## config.mk

```make
export PLATFORM = sky130hd
export DESIGN_NAME = seven_seg_scan
export DESIGN_NICKNAME = d
export VERILOG_FILES = /design/src/rtl/seven_seg_scan.sv
export SDC_FILE = /design/constraint.sdc
export NUM_CORES = 1
export LEC_CHECK = 0
export ABC_AREA = 1
export BUFFER_PORTS_ARGS = -buffer_cell sky130_fd_sc_hd__buf_4
export CAP_MARGIN = 20
export CORE_ASPECT_RATIO = 0.6
export CORE_MARGIN = 3
export CORE_UTILIZATION = 50
export DETAILED_ROUTE_END_ITERATION = 12
export GPL_TIMING_DRIVEN = 0
export PLACE_DENSITY = 0.64
export SYNTH_ARGS = -nofsm -noshare
export SYNTH_HDL_FRONTEND = slang
export SYNTH_SLANG_ARGS = --single-unit
```

## constraint.sdc

```tcl
create_clock -name clk -period 1.8 [get_ports clk]
set_input_delay 0.09 -clock clk [delete_from_list [all_inputs] [get_ports clk]]
set_output_delay 0.09 -clock clk [all_outputs]
set_load 0.03 [all_outputs]
```

## src/rtl/seven_seg_scan.sv

```systemverilog
// ---------------------------------------------------------------------------
// seven_seg_scan: binary-to-BCD double-dabble converter feeding a 4-digit
// multiplexed seven-segment scanner.  rev 1.0
// ---------------------------------------------------------------------------
`default_nettype none

module seven_seg_scan #(
   parameter int REFRESH_DIV = 100_000
) (
   input  logic        clk,
   input  logic        rst_n,
   input  logic [13:0] value,
   input  logic        load,
   input  logic        blank_lz,
   output logic        busy,
   output logic [3:0]  digit,
   output logic [3:0]  an
);

   localparam int            RW = (REFRESH_DIV > 2) ? $clog2(REFRESH_DIV) : 1;
   localparam logic [RW-1:0] TC = RW'(REFRESH_DIV - 1);

   typedef enum logic [1:0] {
      IDLE    = 2'd0,
      CONVERT = 2'd1,
      COMMIT  = 2'd2
   } state_t;

   state_t        state;
   logic [13:0]   shreg;
   logic [15:0]   bcd;
   logic [15:0]   bcd_adj;
   logic [3:0]    shift_cnt;
   logic [15:0]   disp;
   logic [RW-1:0] rcnt;
   logic [1:0]    idx;
   logic [3:0]    lz;
   logic          slot_blank;

   always_comb begin
      bcd_adj = bcd;
      for (int i = 0; i < 4; i++) begin
         if (bcd[4*i +: 4] >= 4'd5)
            bcd_adj[4*i +: 4] = bcd[4*i +: 4] + 4'd3;
      end
   end

   // Conversion FSM; disp only moves in COMMIT so the scanner never tears.
   always_ff @(posedge clk or negedge rst_n) begin
      if (!rst_n) begin
         state     <= IDLE;
         busy      <= 1'b0;
         shreg     <= '0;
         bcd       <= '0;
         shift_cnt <= '0;
         disp      <= '0;
      end else begin
         case (state)
            IDLE: begin
               if (load) begin
                  shreg     <= (value > 14'd9999) ? 14'd9999 : value;
                  bcd       <= '0;
                  shift_cnt <= '0;
                  busy      <= 1'b1;
                  state     <= CONVERT;
               end
            end
            CONVERT: begin
               {bcd, shreg} <= {bcd_adj, shreg} << 1;
               shift_cnt    <= shift_cnt + 4'd1;
               if (shift_cnt == 4'd13)
                  state <= COMMIT;
            end
            COMMIT: begin
               disp  <= bcd;
               busy  <= 1'b0;
               state <= IDLE;
            end
            default: begin
               busy  <= 1'b0;
               state <= IDLE;
            end
         endcase
      end
   end

   // lz[i]: digits i..3 are all zero; slot 0 is never blanked.
   always_comb begin
      lz[3]      = (disp[15:12] == 4'd0);
      lz[2]      = lz[3] && (disp[11:8] == 4'd0);
      lz[1]      = lz[2] && (disp[7:4] == 4'd0);
      lz[0]      = 1'b0;
      slot_blank = blank_lz && lz[idx];
   end

   always_ff @(posedge clk or negedge rst_n) begin
      if (!rst_n) begin
         rcnt  <= '0;
         idx   <= 2'd0;
         digit <= 4'd0;
         an    <= 4'b1110;
      end else begin
         if (rcnt == TC) begin
            rcnt <= '0;
            idx  <= idx + 2'd1;
         end else begin
            rcnt <= rcnt + RW'(1);
         end
         digit <= disp[{idx, 2'b00} +: 4];
         an    <= slot_blank ? 4'b1111 : ~(4'b0001 << idx);
      end
   end

endmodule

`default_nettype wire
```

==> impl_results.html <==
<table>
<tr><th>Metric</th><th>Value</th></tr>
<tr><th colspan="2">Setup path</th></tr>
<tr><td>Register-to-register setup slack</td><td>140 ps</td></tr>
<tr><td>Worst setup SP type</td><td>flip-flop</td></tr>
<tr><td>Arrival time at the worst endpoint</td><td>1930 ps</td></tr>
<tr><td>Launching element of the worst setup path</td><td>rcnt[0]</td></tr>
<tr><td>CP Data Required Time</td><td>between 2000 and 2500 ps</td></tr>
<tr><td>Crit Reg-Reg Startpoint</td><td>rcnt[0]</td></tr>
<tr><td>Setup crit end kind</td><td>flip-flop</td></tr>
<tr><td>FF-to-FF End</td><td>idx[1]</td></tr>
<tr><td>WS Path Type</td><td>reg -&gt; reg</td></tr>
<tr><td>Worst R2R Path Depth</td><td>7</td></tr>
<tr><td>Critical path fanouts, max</td><td>6</td></tr>
<tr><th colspan="2">Yosys</th></tr>
<tr><td>Cell area after synthesis</td><td>roughly 0.004 mm2</td></tr>
<tr><td>Top cell type's share of synthesized area</td><td>0.475</td></tr>
<tr><td>Synth Flop Type</td><td>sky130_fd_sc_hd__dfrtp_1</td></tr>
<tr><td>Largest area contributor in the synthesized netlist</td><td>sky130_fd_sc_hd__dfrtp_1</td></tr>
<tr><td>Proportion of synthesized chip area in sequential cells</td><td>0.495</td></tr>
<tr><td>Synthesis-stage register bit count</td><td>80</td></tr>
<tr><td>Synth top area cells</td><td>sky130_fd_sc_hd__dfrtp_1 48%, sky130_fd_sc_hd__nand2_1 14%, sky130_fd_sc_hd__nor2_1 7.2%</td></tr>
<tr><td>Number of enable-type register cells in the synthesized netlist</td><td>0</td></tr>
<tr><td>Synthesis warning total</td><td>0</td></tr>
<tr><td>Net count after synthesis</td><td>546</td></tr>
<tr><td>Cells after Synth</td><td>513</td></tr>
<tr><td>Count of different cell masters after synthesis</td><td>30</td></tr>
<tr><td>Ys async rst share</td><td>1.00</td></tr>
<tr><td>Syn_area_per_cell</td><td>about 7.9 um2</td></tr>
<tr><th colspan="2">Die</th></tr>
<tr><td>Initial core utilization</td><td>0.536</td></tr>
<tr><td>Die Wd</td><td>122 um</td></tr>
<tr><td>Cell row count</td><td>24</td></tr>
<tr><td>Number of top-level design ports</td><td>27</td></tr>
<tr><td>Core Region</td><td>0.00757 mm2</td></tr>
<tr><td>Die ar.</td><td>0.00926 mm2</td></tr>
<tr><td>Chip height</td><td>75.7 um</td></tr>
<tr><th colspan="2">Clock tree</th></tr>
<tr><td>Clock Root Buffer</td><td>sky130_fd_sc_hd__clkbuf_16</td></tr>
<tr><td>Clock buffer count from CTS</td><td>9</td></tr>
<tr><td>CTS tree</td><td>done</td></tr>
<tr><td>Deepest clock path buffer count</td><td>2</td></tr>
<tr><td>Register clock-pin slew on the reported worst setup and hold paths</td><td>about 60 ps</td></tr>
<tr><td>Setup bufs post-CTS</td><td>0</td></tr>
<tr><td>CTS H-Tree Depth</td><td>3</td></tr>
<tr><td>Worst-skew pair later-pin latency</td><td>about 340 ps</td></tr>
<tr><td>Clock sinks</td><td>80</td></tr>
<tr><th colspan="2">Layout</th></tr>
<tr><td>Final design area excluding fillers</td><td>~0.0048 mm2</td></tr>
<tr><td>FILL cells</td><td>682</td></tr>
<tr><td>Net count of the finished layout</td><td>588</td></tr>
<tr><td>Ratio of cells with drive above 1 in the final layout</td><td>0.111</td></tr>
<tr><td>Antenna diode count</td><td>0</td></tr>
<tr><td>Multi-input gate area in the final layout</td><td>0.00174 mm2</td></tr>
<tr><td>Sequential cell area in the final layout</td><td>0.00201 mm2</td></tr>
<tr><td>Growth of design area from synthesis to finish</td><td>17.4%</td></tr>
<tr><td>Post-layout utilization of the core</td><td>0.629</td></tr>
<tr><th colspan="2">Global routing</th></tr>
<tr><td>Remaining global-route overflow</td><td>0</td></tr>
<tr><td>Gr usage total</td><td>0.212</td></tr>
<tr><td>Maximum number of pins on one net before global-route repair</td><td>81</td></tr>
<tr><td>Global-route wire length before repair</td><td>about 15000 um</td></tr>
<tr><td>Vias in the first global route</td><td>about 3000</td></tr>
<tr><td>Number of antenna violations at the first check in global routing</td><td>0</td></tr>
<tr><th colspan="2">Worst hold path</th></tr>
<tr><td>Worst min-delay path category</td><td>in -&gt; reg</td></tr>
<tr><td>Number of cells traversed by the worst hold path</td><td>3</td></tr>
<tr><td>WHS Endpoint</td><td>shreg[11]</td></tr>
<tr><td>Worst hold path startpoint</td><td>value[11]</td></tr>
<tr><th colspan="2">Timing</th></tr>
<tr><td>Setup TNS Final</td><td>0 ps</td></tr>
<tr><td>Final setup violating endpoints</td><td>0</td></tr>
<tr><td>Max Clock Freq</td><td>601 MHz</td></tr>
<tr><td>Unrepaired setup endpoints after global routing</td><td>no</td></tr>
<tr><td>Final slew viol count</td><td>0</td></tr>
<tr><td>Post-route minimum period</td><td>1660 ps</td></tr>
<tr><td>Part of the cycle the worst path needs</td><td>0.924</td></tr>
<tr><td>Tightest Pin Transition</td><td>582 ps</td></tr>
<tr><td>Worst hold slack after final layout</td><td>~17 ps</td></tr>
<tr><td>Final Hold Viols</td><td>0</td></tr>
<tr><td>Maximum clock skew at final layout</td><td>7.11 ps</td></tr>
<tr><td>Worst slew margin relative to its limit</td><td>0.612</td></tr>
<tr><th colspan="2">Placed design</th></tr>
<tr><td>Number of I/O port buffers</td><td>26</td></tr>
<tr><td>Final estimated routing congestion in global placement</td><td>around 0.9</td></tr>
<tr><td>Sum of net half-perimeters after detailed placement</td><td>approximately 6500 um</td></tr>
<tr><td>Instance area at placement</td><td>0.00438 mm2</td></tr>
<tr><th colspan="2">Status</th></tr>
<tr><td>Outcome</td><td>finished clean</td></tr>
<tr><th colspan="2">Power</th></tr>
<tr><td>Cell Pwr Density</td><td>1510 mW/mm2</td></tr>
<tr><td>Max rail drop VDD</td><td>0.000686 V</td></tr>
<tr><td>Leakage dissipation</td><td>2.38 nW</td></tr>
<tr><th colspan="2">Routing</th></tr>
<tr><td>Wirelength, routed</td><td>8950 um</td></tr>
<tr><td>Detail-routed via count per cell</td><td>5.00</td></tr>
<tr><td>Average wire length per cell after detail routing</td><td>13.5 um</td></tr>
<tr><td>Number of iterations in the first detailed-routing pass</td><td>4</td></tr>
<tr><td>Drt initial violations</td><td>250</td></tr>
<tr><td>Via count of the routed design</td><td>~3300</td></tr>
<tr><td>DRC errors left</td><td>0</td></tr>
<tr><td>Antenna Violating Nets Remaining</td><td>0</td></tr>
<tr><th colspan="2">Run</th></tr>
<tr><td>Max-Cap Viols</td><td>0</td></tr>
</table>
[cells in the mapped netlist (2+ instances only)]
library cell and count:
sky130_fd_sc_hd__a21oi_1 6, sky130_fd_sc_hd__a22oi_1 4, sky130_fd_sc_hd__buf_2 3, sky130_fd_sc_hd__buf_6 3, sky130_fd_sc_hd__clkbuf_1 3, sky130_fd_sc_hd__dfrtp_1 77, sky130_fd_sc_hd__dfstp_2 3, sky130_fd_sc_hd__ha_1 15
sky130_fd_sc_hd__inv_1 56, sky130_fd_sc_hd__inv_2 2, sky130_fd_sc_hd__nand2_1 146, sky130_fd_sc_hd__nand3_1 28, sky130_fd_sc_hd__nor2_1 78, sky130_fd_sc_hd__nor2_2 3, sky130_fd_sc_hd__nor3_1 2, sky130_fd_sc_hd__o21ai_0 45
sky130_fd_sc_hd__o21ai_1 8, sky130_fd_sc_hd__o22ai_1 9, sky130_fd_sc_hd__xor2_1 11
[worst max-delay path by stage]
stage                    end  slack [ps]  cells after the start
global route          idx[1]          30                      7
global placement      idx[1]         280                      7
finish                idx[1]         140                      7
CTS                   idx[1]         180                      7
detailed placement    idx[1]         240                      7
floorplan           shreg[4]         560                      7
[state kept, by name, summed over array words and instances, names as in the netlist]
signal,count
busy,1
rcnt,17
disp,16
digit,4
shreg,14
bcd,16
state,2
shift_cnt,4
an,4
idx,2
[layer usage]
| layer | routed length, um | vias to the layer above | track usage | part of all wire |
|---|---|---|---|---|
| li1 | - | 1697 | - | - |
| met1 | 4760 | 1552 | 0.320 | 0.53 |
| met2 | 3580 | 64 | 0.294 | 0.40 |
| met3 | 545 | 5 | 0.0623 | 0.061 |
| met4 | 57 | 0 | 0.0583 | 0.0064 |
| met5 | 0 | - | 0 | 0 |
[repair_timing]
item	CTS	global route
endpoints found under the hold margin	80	0
setup endpoints to repair	0	0
hold buffers	4	0
resized for setup	0	0
[layout make-up]
type                    count  share of cell area
clock inverters             6              0.0176
multi-input cells         361               0.366
plain buffers              11              0.0150
inverters                  61              0.0497
clock buffers              10              0.0481
flip-flops and latches     80               0.421
repair buffers             31              0.0552
well taps                 104              0.0273
[report_power, final]
group          total (W)  internal, W  switching, W
Sequential       0.00286      0.00242      0.000436
Combinational    0.00242     0.000922       0.00150
Clock            0.00190      0.00121      0.000692
Total            0.00718      0.00455       0.00263
[cell usage in the layout (no fill, tap or decap), types with 2 or more instances in the layout]
cell	synthesis	final
sky130_fd_sc_hd__buf_6	3	3
sky130_fd_sc_hd__bufinv_16	0	2
sky130_fd_sc_hd__clkbuf_1	3	4
sky130_fd_sc_hd__dlygate4sd3_1	0	4
sky130_fd_sc_hd__o21ai_1	8	8
sky130_fd_sc_hd__clkinv_2	0	3
sky130_fd_sc_hd__inv_2	2	2
sky130_fd_sc_hd__xor2_1	11	11
sky130_fd_sc_hd__dfstp_2	3	3
sky130_fd_sc_hd__a22oi_1	4	4
sky130_fd_sc_hd__nor3_1	2	2
sky130_fd_sc_hd__clkbuf_16	0	9
sky130_fd_sc_hd__nand3_1	28	28
sky130_fd_sc_hd__dfrtp_1	77	77
sky130_fd_sc_hd__ha_1	15	15
sky130_fd_sc_hd__nor2_2	3	3
sky130_fd_sc_hd__inv_1	56	56
sky130_fd_sc_hd__buf_4	1	27
sky130_fd_sc_hd__nand2_1	146	146
sky130_fd_sc_hd__o21ai_0	45	45
sky130_fd_sc_hd__o22ai_1	9	9
sky130_fd_sc_hd__buf_2	3	3
sky130_fd_sc_hd__a21oi_1	6	6
sky130_fd_sc_hd__nor2_1	78	78
[metrics by stage]
| step | setup slack, ps | total power (W) | std cells |
|---|---|---|---|
| final | 137 | 0.00718 | 664 |
| after global routing | 26.6 | 0.00778 | 664 |
| after CTS | 183 | 0.00725 | 663 |
| after detailed placement | 240 | 0.00529 | 643 |
| after global placement | 281 | 0.00521 | 643 |
| after floorplan | 563 | 0.00458 | 513 |
[critical path, stage by stage, from the launching register on]
cell	delay [ps]
sky130_fd_sc_hd__dfrtp_1	380
sky130_fd_sc_hd__ha_1	200
sky130_fd_sc_hd__nand2_1	110
sky130_fd_sc_hd__nor2_2	280
sky130_fd_sc_hd__inv_1	180
sky130_fd_sc_hd__nor2_2	290
sky130_fd_sc_hd__nand2_1	80
sky130_fd_sc_hd__nand2_1	80
[logic make-up after synthesis]
family	after synthesis	synth area share
flops	80	0.495
simple gates	262	0.264
xor+xnor	11	0.0238
buf+inv	72	0.0759
fa+ha+maj	15	0.0463
compound gates	73	0.0957
Power figures use the tool's default switching activity.
